File: src/rtl/fx_arb.sv
// fx_arb: round-robin arbiter giving two masters one fx bus transaction per grant; FX_ARB_LOCK_EN adds master lock.
// Latency: write gnt+fx_wr at t+1 and done at t+2; read gnt+fx_rd at t+1, fx_q sampled at t+1+RD_LAT, done at t+2+RD_LAT.
// Backpressure: one transaction in flight; the other master's req simply waits, held until its gnt.
module fx_arb #(
  parameter int RD_LAT = 2
) (
  input  logic        clk_sys,
  input  logic        rst,
  input  logic        m0_req,
  input  logic        m0_wr,
  input  logic [15:0] m0_addr,
  input  logic [7:0]  m0_data,
  input  logic        m0_lock,
  output logic        m0_gnt,
  output logic        m0_done,
  output logic [7:0]  m0_q,
  input  logic        m1_req,
  input  logic        m1_wr,
  input  logic [15:0] m1_addr,
  input  logic [7:0]  m1_data,
  input  logic        m1_lock,
  output logic        m1_gnt,
  output logic        m1_done,
  output logic [7:0]  m1_q,
  output logic [15:0] fx_waddr,
  output logic        fx_wr,
  output logic [7:0]  fx_data,
  output logic        fx_rd,
  output logic [15:0] fx_raddr,
  input  logic [7:0]  fx_q
);

  localparam logic [2:0] S_IDLE  = 3'd0;
  localparam logic [2:0] S_WR    = 3'd1;
  localparam logic [2:0] S_RD    = 3'd2;
  localparam logic [2:0] S_RWAIT = 3'd3;
  localparam logic [2:0] S_DONE  = 3'd4;

  localparam logic [2:0] RD_LAT_C = 3'(RD_LAT);

  logic [2:0]  state_q, state_d;
  logic        win_q, win_d;
  logic [15:0] addr_q, addr_d;
  logic [7:0]  data_q, data_d;
  logic [2:0]  cnt_q, cnt_d;
  logic        rr_last_q, rr_last_d;
  logic [7:0]  m0_rdat_q, m0_rdat_d;
  logic [7:0]  m1_rdat_q, m1_rdat_d;
  logic        elig0, elig1, pick;

`ifdef FX_ARB_LOCK_EN
  logic lock_vld_q, lock_vld_d;
  logic lock_own_q, lock_own_d;
  logic win_lock;

  // While a lock is held only the owner may compete for the bus.
  assign elig0    = m0_req && (!lock_vld_q || !lock_own_q);
  assign elig1    = m1_req && (!lock_vld_q ||  lock_own_q);
  assign win_lock = win_q ? m1_lock : m0_lock;
`else
  logic unused_lock;

  assign unused_lock = m0_lock ^ m1_lock;
  assign elig0       = m0_req;
  assign elig1       = m1_req;
`endif

  // Tie goes to the master that was not served last; otherwise the lone requester wins.
  assign pick = (elig0 && elig1) ? ~rr_last_q : elig1;

  // Transaction sequencer: grant decision, strobe phase, read wait, completion.
  always_comb begin
    state_d   = state_q;
    win_d     = win_q;
    addr_d    = addr_q;
    data_d    = data_q;
    cnt_d     = cnt_q;
    rr_last_d = rr_last_q;
    m0_rdat_d = m0_rdat_q;
    m1_rdat_d = m1_rdat_q;
`ifdef FX_ARB_LOCK_EN
    lock_vld_d = lock_vld_q;
    lock_own_d = lock_own_q;
`endif
    case (state_q)
      S_IDLE: begin
        if (elig0 || elig1) begin
          win_d   = pick;
          addr_d  = pick ? m1_addr : m0_addr;
          data_d  = pick ? m1_data : m0_data;
          state_d = (pick ? m1_wr : m0_wr) ? S_WR : S_RD;
        end
      end
      S_WR: state_d = S_DONE;
      S_RD: begin
        cnt_d   = RD_LAT_C;
        state_d = S_RWAIT;
      end
      S_RWAIT: begin
        if (cnt_q == 3'd1) begin
          if (win_q) m1_rdat_d = fx_q;
          else       m0_rdat_d = fx_q;
          state_d = S_DONE;
        end else begin
          cnt_d = cnt_q - 3'd1;
        end
      end
      S_DONE: begin
        state_d = S_IDLE;
`ifdef FX_ARB_LOCK_EN
        // Round-robin history moves only when the bus is actually handed back.
        if (win_lock) begin
          lock_vld_d = 1'b1;
          lock_own_d = win_q;
        end else begin
          lock_vld_d = 1'b0;
          rr_last_d  = win_q;
        end
`else
        rr_last_d = win_q;
`endif
      end
      default: state_d = S_IDLE;
    endcase
  end

  // State and datapath registers with synchronous reset.
  always_ff @(posedge clk_sys) begin
    if (rst) begin
      state_q   <= S_IDLE;
      win_q     <= 1'b0;
      addr_q    <= 16'h0000;
      data_q    <= 8'h00;
      cnt_q     <= 3'd0;
      rr_last_q <= 1'b1;
      m0_rdat_q <= 8'h00;
      m1_rdat_q <= 8'h00;
    end else begin
      state_q   <= state_d;
      win_q     <= win_d;
      addr_q    <= addr_d;
      data_q    <= data_d;
      cnt_q     <= cnt_d;
      rr_last_q <= rr_last_d;
      m0_rdat_q <= m0_rdat_d;
      m1_rdat_q <= m1_rdat_d;
    end
  end

`ifdef FX_ARB_LOCK_EN
  // Lock ownership registers.
  always_ff @(posedge clk_sys) begin
    if (rst) begin
      lock_vld_q <= 1'b0;
      lock_own_q <= 1'b0;
    end else begin
      lock_vld_q <= lock_vld_d;
      lock_own_q <= lock_own_d;
    end
  end
`endif

  // Strobes and handshakes decode straight from state; one address latch feeds both buses.
  assign fx_wr    = (state_q == S_WR);
  assign fx_rd    = (state_q == S_RD);
  assign fx_waddr = addr_q;
  assign fx_raddr = addr_q;
  assign fx_data  = data_q;
  assign m0_gnt   = (fx_wr || fx_rd) && !win_q;
  assign m1_gnt   = (fx_wr || fx_rd) &&  win_q;
  assign m0_done  = (state_q == S_DONE) && !win_q;
  assign m1_done  = (state_q == S_DONE) &&  win_q;
  assign m0_q     = m0_rdat_q;
  assign m1_q     = m1_rdat_q;

endmodule

File: config.mk
export PLATFORM = sky130hd
export DESIGN_NAME = fx_arb
export DESIGN_NICKNAME = d
export VERILOG_FILES = /design/src/rtl/fx_arb.sv
export SDC_FILE = /design/constraint.sdc
export NUM_CORES = 1
export LEC_CHECK = 0
export ABC_AREA = 1
export CAP_MARGIN = 20
export CORE_MARGIN = 1
export CORE_UTILIZATION = 39
export DETAILED_ROUTE_END_ITERATION = 10
export GPL_ROUTABILITY_DRIVEN = 1
export PLACE_DENSITY = 0.8
export SLEW_MARGIN = 20
export SYNTH_ARGS = -nofsm -noshare
export SYNTH_HDL_FRONTEND = slang
export SYNTH_SLANG_ARGS = --single-unit
File: constraint.sdc
create_clock -name clk_sys -period 1.5 [get_ports clk_sys]
set_input_delay 0.45 -clock clk_sys [delete_from_list [all_inputs] [get_ports clk_sys]]
set_output_delay 0.45 -clock clk_sys [all_outputs]
set_load 0.005 [all_outputs]
# After elaboration in Yosys (flattened, before gate mapping)
# Index checks and enable logic that the tools add are counted.
# totals
register_bits,48
in_bits,64
out_inout_bits,62
elab_cells,44
# classes
n_addsub,1
eq_ne,8
mux,10
bitwise,2
n_reduce_logical,15
# op_table
operator,n
16-bit 2-to-1 mux,1
3-bit one-hot mux with 4 select lines,1
3-bit 2-to-1 mux,3
8-bit 2-to-1 mux,1
3-bit by 1-bit equality test with 1-bit output (second input constant),2
3-bit by 2-bit equality test with 1-bit output (second input constant),2
2-bit inequality test (second input constant),3
3-bit one-hot mux with 2 select lines,1
2-bit AND reduction,3
3-bit AND reduction,2
1-bit logical AND,5
3-bit equality test (second input constant),1
3-bit logical NOT,1
3-bit by 1-bit subtractor with 3-bit output (second input constant),1
1-bit logical OR,2
1-bit 2-to-1 mux,2
2-bit 2-to-1 mux,1
1-bit NOT,2
2-bit nonzero test,1
1-bit logical NOT,1

# Logic depth before layout (Yosys ltp)
# Gate-level depths: netlist of run 1.
# logic_depth
ltp_word,6
depth_mapped,8
mapped_depth_nobuf,8

# Worst setup path before layout of run 1
# Ideal clock, no wire load.
# synth_timing
path_kind,in2reg
from,input port m1_req
to,register win_q
setup_time_ns,0.117
t_arrival_ns,1.200
required_time_ns,1.383
path_slack_ns,0.183
path_stages,7
path_buffers,2
cell_sequence,buf_2 -> nor2_4 -> nor2_8 -> inv_4 -> buf_6 -> a21oi_1 -> nor2_1
# synth_between
elab_chain_cells,2
elab_cells_between_ends,4
cone_classes,mux: 1; reduce/logical: 3
# synth_rtl
item,line_no,rtl
start: declaration,17,"input logic m1_req,"
1-bit logical AND / 1-bit logical OR (equally long branches),"69, 87",
1-bit 2-to-1 mux / 2-bit AND reduction (equally long branches),n/a,
end signal: assignment,140,win_q <= win_d;
end: declaration,42,"logic win_q, win_d;"
# Several ways; a longest one is shown, not always the timed one.
# A chain may end at the register's enable or synchronous reset.

# Final worst setup path of run 1
# layout_timing
from,register state_q[0]
to,output port m0_done
# layout_between
elab_chain_cells,2
# layout_rtl
item,line_no,rtl
start: declaration,41,"logic [2:0] state_q, state_d;"
start signal: assignment,139,state_q <= state_d;
3-bit equality test,171,assign m0_done = (state_q == S_DONE) && !win_q;
1-bit logical AND,171,
end: declaration,15,"output logic m0_done,"
# No other way between the ends.

==> summary.txt, run 1 <==
Power and ir drop
  – Leak: 2.00 nW
  – Max IR drop VDD: 0.564 mV
  – Pwr Density: 1040 nW/um2
  – Tot Pwr: 4.24 mW

Floorplan
  – Core area: 5920 um2
  – Chip height: 80.3 um
  – Area of the die: 6450 um2
  – Row count: 28
  – Die width: 80.3 um
  – Top Ports: 126
  – Initial core utilization: 0.404

STA
  – Setup violators final: 6
  – Final hold viol count: 0
  – Total negative slack: -0.792 ns
  – Relative slew slack: 0.798
  – Final period util: 1.13
  – Max-slew violation count: 0
  – Fmax: 0.589 GHz
  – Setup slack after layout: -0.197 ns
  – RSZ-0062 raised after global routing: yes
  – Max Clock Skew: 0.0138 ns
  – Post-layout min period: 1.70 ns
  – Worst-Margin Slew: 0.303 ns

Final layout
  – Layout area overhead: 70.2%
  – Ant diodes: 0
  – Util after Layout: 0.687
  – Proportion of layout cells with a drive suffix above 1: 0.275
  – Layout Nets: 556

Clock network
  – TritonCTS clock tree: done
  – Clk_lat worst skew: 0.31 ns
  – CTS clk-pin slew, worst paths: 0.10 ns
  – Clock Sinks: 48
  – Clk buf depth: 2
  – CTS buffer count: 5
  – Root Driver: clkbuf_8
  – Hold buffers post-CTS: 0
  – H-tree Lvls: 2

Synthesis
  – Synth area leader: dfxtp_1
  – Post-Syn Area: 2390 um2
  – Syn Nets: 411
  – Cells after Synth: 345
  – Sequential area share after synthesis: 0.402
  – Distinct cell type count after synthesis: 22
  – Synth warn: 0
  – Top cells by area, synth: dfxtp_1 (40%), nand2_1 (18%), nor2_1 (6.8%)
  – Seq cells post-synth: 48
  – Syn Area/Cell: 6.93 um2
  – Share of Yosys cell area claimed by the top area cell type: 0.402

Detailed routing
  – Drt drc: 0
  – Drt wl/cell: 12.3 um
  – Drt first pass iters: 4
  – Post-Route WL: 6.94 mm
  – Post-DRT Antenna Nets: 0
  – Via/cell ratio: 4.71
  – DRT iter0 DRCs: 84
  – Via count: 2665

Setup path
  – CP Buf/Inv Count: 3
  – Max FO, Critical Path: 3
  – CP Launch Type: register
  – CP Capture Type: primary output
  – Worst stage delay on the critical path: 0.35 ns
  – Crit path max-delay family: buffers and inverters
  – Worst path slowest cell: dfxtp_2
  – Data required time of the worst path: 1.05 ns
  – Setup CP Type: register to primary output
  – Crit-path cells: buf_4 -> nor2_4 -> buf_6 -> nand2_2 -> nor2_2 -> buf_2
  – Arrival @ worst endpoint: 1.25 ns

Run
  – # Max-Cap Violations: 0

Place
  – GPL Wtd Cong: 0.804
  – Post-DP HPWL: 4.90 mm
  – PortBufs: 123

Global routing
  – Global route overflow: 0
  – Global-route wire length before repair: 10.6 mm
  – Initial antenna violation count: 0
  – Largest net degree at the start of global routing: 26
  – Number of global-route vias before repair: 2399
  – Global-route usage over all layers: 0.210

Status
  – Failing checks: negative setup slack
  – Status: finished, violations left

Worst hold path
  – Hold Path Class: register to register
## kinds of logic (layout without fill, tap and decap cells)
logic type | after synthesis | in the layout | share of synthesized area
flip-flops | 48 | 48 | 0.402
AND/OR/NAND/NOR | 200 | 200 | 0.370
AO/OA/AOI/OAI | 47 | 47 | 0.0984
adder cells (fa/ha/maj) | 2 | 2 | 0.0105
buffers and inverters | 48 | 194 | 0.119
## path summary, 6_finish.rpt
path,startpoint,end,slack [ns],cells past startpoint
setup / recovery,state_q[0]$_SDFFE_PP0P_,m0_done,-0.20,6
hold / removal,fx_data[1]$_SDFFE_PP0P_,fx_data[1]$_SDFFE_PP0P_,0.47,2
hold reg to reg,fx_data[1]$_SDFFE_PP0P_,fx_data[1]$_SDFFE_PP0P_,0.47,2
setup reg to reg,state_q[0]$_SDFFE_PP0P_,fx_data[7]$_SDFFE_PP0P_,0.04,9
## cell type report
cell class,count,area (um2)
clock inverter,3,46.3
tap,75,93.8
timing repair buffer,169,1560
clock buffer,5,68.8
inverter,17,73.8
multi-input combinational,249,1220
fill,517,1850
sequential,48,1010
## power by group
group          switching (mW)  leakage, nW  total [mW]  internal [mW]
Combinational           0.802         1.54        1.72          0.913
Sequential              0.117        0.409        1.57           1.45
Clock                   0.459       0.0548       0.962          0.502
Total                    1.38         2.00        4.24           2.86
## stage by stage
stage / hold WS (ns) / setup slack [ns] / cells / cell area, um2
2_1_floorplan: 0.448 / 0.183 / 345 / 2390
3_3_place_gp: 0.447 / -0.279 / 538 / 3730
3_5_place_dp: 0.459 / -0.316 / 538 / 3730
4_1_cts: 0.471 / -0.223 / 563 / 3940
5_1_grt: 0.490 / -0.288 / 566 / 4070
6_report: 0.471 / -0.197 / 566 / 4070
## synthesized netlist by cell type, drive strengths merged
master / count
buf: 27
nand2: 117
inv: 15
dfxtp: 48
clkinv: 2
a21oi: 29
nand3: 34
clkbuf: 4
ha: 2
nand3b: 1
nor3: 1
o21ai: 18
nor2: 47
## worst register-to-register path, cell delays in order, from the launching register on
cell and delay [ns]:
dfxtp_2 0.35, buf_4 0.14, nor2_4 0.10, buf_6 0.11, buf_6 0.09, nand2_4 0.06, nor2_8 0.17, buf_6 0.16
nand2_1 0.08, a21oi_2 0.13
## layer usage
layer  vias to the layer above  part of all wire  wire length (um)  track usage
met2                       100              0.50              3470        0.394
met5                         -                 0                 0            0
li1                       1371                 -                 -            -
met4                         0             0.014                95       0.0607
met3                         9             0.062               431       0.0455
met1                      1185              0.42              2950        0.236
## timing repair
item | CTS | global route
buffers inserted | 17 | 3
endpoints found under the setup margin | 62 | 41
pin swaps | 3 | 25
gates resized for setup | 125 | 35
cloned | 0 | 0
## placed cells by master, fill, tap and decap left out, types with 8 or more instances in the layout
master and count:
o21ai_0 17, dlygate4sd2_1 52, buf_4 35, nand3_1 31
inv_1 12, dfxtp_2 36, a21oi_2 8, nand2_1 103
buf_6 9, nand2_2 12, a21oi_1 21, clkdlybuf4s50_1 60
dfxtp_1 10, nor2_1 41
## sequential cells by signal (all words and copies together) (netlist names)
name / count
fx_raddr: 16
m1_q: 8
fx_data: 8
state_q: 3
rr_last_q: 1
m0_q: 8
win_q: 1
cnt_q: 3
Power figures use the tool's default switching activity.
==> run 2, diff against run 1 <==
Settings changed: CORE_UTILIZATION 39 to 41, CTS_BUF_LIST set to sky130_fd_sc_hd__clkbuf_8, HOLD_SLACK_MARGIN set to 0.1, PLACE_DENSITY 0.8 to 0.83.
==> summary.txt, run 2 (same netlist as run 1, synthesis figures left out) <==
Floorplan
  – Row count: 27
  – Core area: 5570 um2
  – Chip height: 78.4 um
  – Initial core utilization: 0.429
  – Top Ports: 126
  – Die width: 78.4 um
  – Area of the die: 6140 um2

STA
  – Final period util: 1.13
  – Max Clock Skew: 0.00546 ns
  – Final hold viol count: 0
  – Setup violators final: 22
  – Worst-Margin Slew: 0.283 ns
  – Max-slew violation count: 0
  – Setup slack after layout: -0.202 ns
  – Relative slew slack: 0.811
  – Post-layout min period: 1.70 ns
  – RSZ-0062 raised after global routing: yes
  – Fmax: 0.588 GHz

Setup path
  – CP Capture Type: primary output
  – Crit-path cells: buf_6 -> nand2_4 -> o21ai_2 -> inv_1 -> nor2_1 -> buf_2
  – Arrival @ worst endpoint: 1.25 ns
  – CP Launch Type: register
  – Data required time of the worst path: 1.05 ns
  – Max FO, Critical Path: 3
  – Worst stage delay on the critical path: 0.38 ns
  – Setup CP Type: register to primary output
  – Worst path slowest cell: dfxtp_2

Detailed routing
  – Drt wl/cell: 13.0 um
  – DRT iter0 DRCs: 59
  – Post-Route WL: 7.43 mm
  – Drt first pass iters: 5
  – Drt drc: 0
  – Via count: 2785
  – Via/cell ratio: 4.86
  – Post-DRT Antenna Nets: 0

Global routing
  – Largest net degree at the start of global routing: 26
  – Number of global-route vias before repair: 2666
  – Global-route usage over all layers: 0.244
  – Global-route wire length before repair: 12.0 mm
  – Initial antenna violation count: 0
  – Global route overflow: 0

Power and ir drop
  – Pwr Density: 1080 nW/um2
  – Max IR drop VDD: 0.686 mV
  – Leak: 2.07 nW
  – Tot Pwr: 4.48 mW

Worst hold path
  – Hold Path Class: register to register

Final layout
  – Leading cell type in the layout, fill and taps excluded: nand2_1
  – Ant diodes: 0
  – Most frequent cells in the layout: nand2_1 (109), clkdlybuf4s50_1 (60), dlygate4sd2_1 (54), buf_4 (42), nor2_1 (40)
  – Max FFs per register: 16
  – Proportion of layout cells with a drive suffix above 1: 0.263
  – Layout area overhead: 72.7%
  – Util after Layout: 0.741
  – Layout Nets: 566

Place
  – GPL Wtd Cong: 0.830
  – Setup WS pre-CTS: -0.340 ns
  – Post-DP HPWL: 5.02 mm
  – PortBufs: 123

Clock network
  – CTS buffer count: 5
  – Clk buf depth: 2
  – Hold buffers post-CTS: 0
  – Clk_lat worst skew: 0.29 ns
  – Root Driver: clkbuf_8
  – CTS clk-pin slew, worst paths: 0.10 ns
  – H-tree Lvls: 2
  – TritonCTS clock tree: done
  – Clock Sinks: 48

Status
  – Failing checks: negative setup slack
  – Status: finished, violations left

Run
  – # Max-Cap Violations: 0
[run 2: cell count changes in the layout (fill, tap and decap cells not counted), sizes merged]
cell,delta
buf,+8
clkdlybuf4s15,-2
clkinvlp,-1
clkinv,+3
clkbuf,+1
inv,-1
dlygate4sd2,+2
[run 2: metal layers]
metal,GRT usage,up-vias,wire length (um),share of wire
li1,-,1391,-,-
met1,0.283,1284,3130,0.42
met2,0.447,100,3800,0.51
met3,0.0558,10,379,0.051
met4,0.0593,0,115,0.015
met5,0,-,0,0
[run 2: metrics by stage]
step / setup TNS [ns] / hold WS (ns) / area, um2 / std cells
detailed placement: -9.02 / 0.455 / 3720 / 537
global route: -3.07 / 0.479 / 4130 / 573
floorplan: 0 / 0.448 / 2390 / 345
finish: -1.10 / 0.463 / 4130 / 573
global placement: -7.97 / 0.449 / 3720 / 537
CTS: -0.831 / 0.464 / 4050 / 569
[run 2: repair_timing]
item / CTS / global route
endpoints found under the setup margin: 70 / 46
resized for setup: 133 / 17
cloned: 1 / 1
setup buffers: 24 / 3
pin swaps: 11 / 3
[run 2: final cells by class]
class / instances / area (um2)
Sequential cell: 48 / 1010
Clock buffer: 5 / 68.8
Multi-Input combinational cell: 249 / 1190
Inverter: 17 / 81.3
Timing Repair Buffer: 178 / 1640
Clock inverter: 3 / 47.5
Fill cell: 462 / 1450
Timing Repair inverter: 1 / 8.76
Tap cell: 72 / 90.1
[run 2: worst max-delay path: cells and delay by family (launching register included)]
| kind | cells | cell delay [ns] |
|---|---|---|
| flip-flops | 1 | 0.38 |
| buffers and inverters | 3 | 0.31 |
| AO/OA/AOI/OAI | 1 | 0.13 |
| AND/OR/NAND/NOR | 2 | 0.14 |
[run 2: worst paths after layout]
kind	startpoint	to	slack, ns	cells after the start
hold reg to reg	fx_data[2]$_SDFFE_PP0P_	fx_data[2]$_SDFFE_PP0P_	0.46	2
hold / removal	fx_data[2]$_SDFFE_PP0P_	fx_data[2]$_SDFFE_PP0P_	0.46	2
setup reg to reg	state_q[0]$_SDFFE_PP0P_	win_q$_SDFFE_PP0P_	-0.04	10
setup / recovery	state_q[0]$_SDFFE_PP0P_	m1_gnt	-0.20	6
[run 2: power breakdown]
group	leakage (nW)	switching [mW]	total [mW]	internal, mW
sequential	0.407	0.100	1.54	1.44
clock	0.0583	0.455	0.957	0.503
combinational	1.60	0.917	1.97	1.06
==> run 3, diff against run 2 <==
Settings changed: CORE_MARGIN 1 to not set.
==> results of run 3 <==
Same layout as run 2: the final DEF is identical, and so are final timing and power.
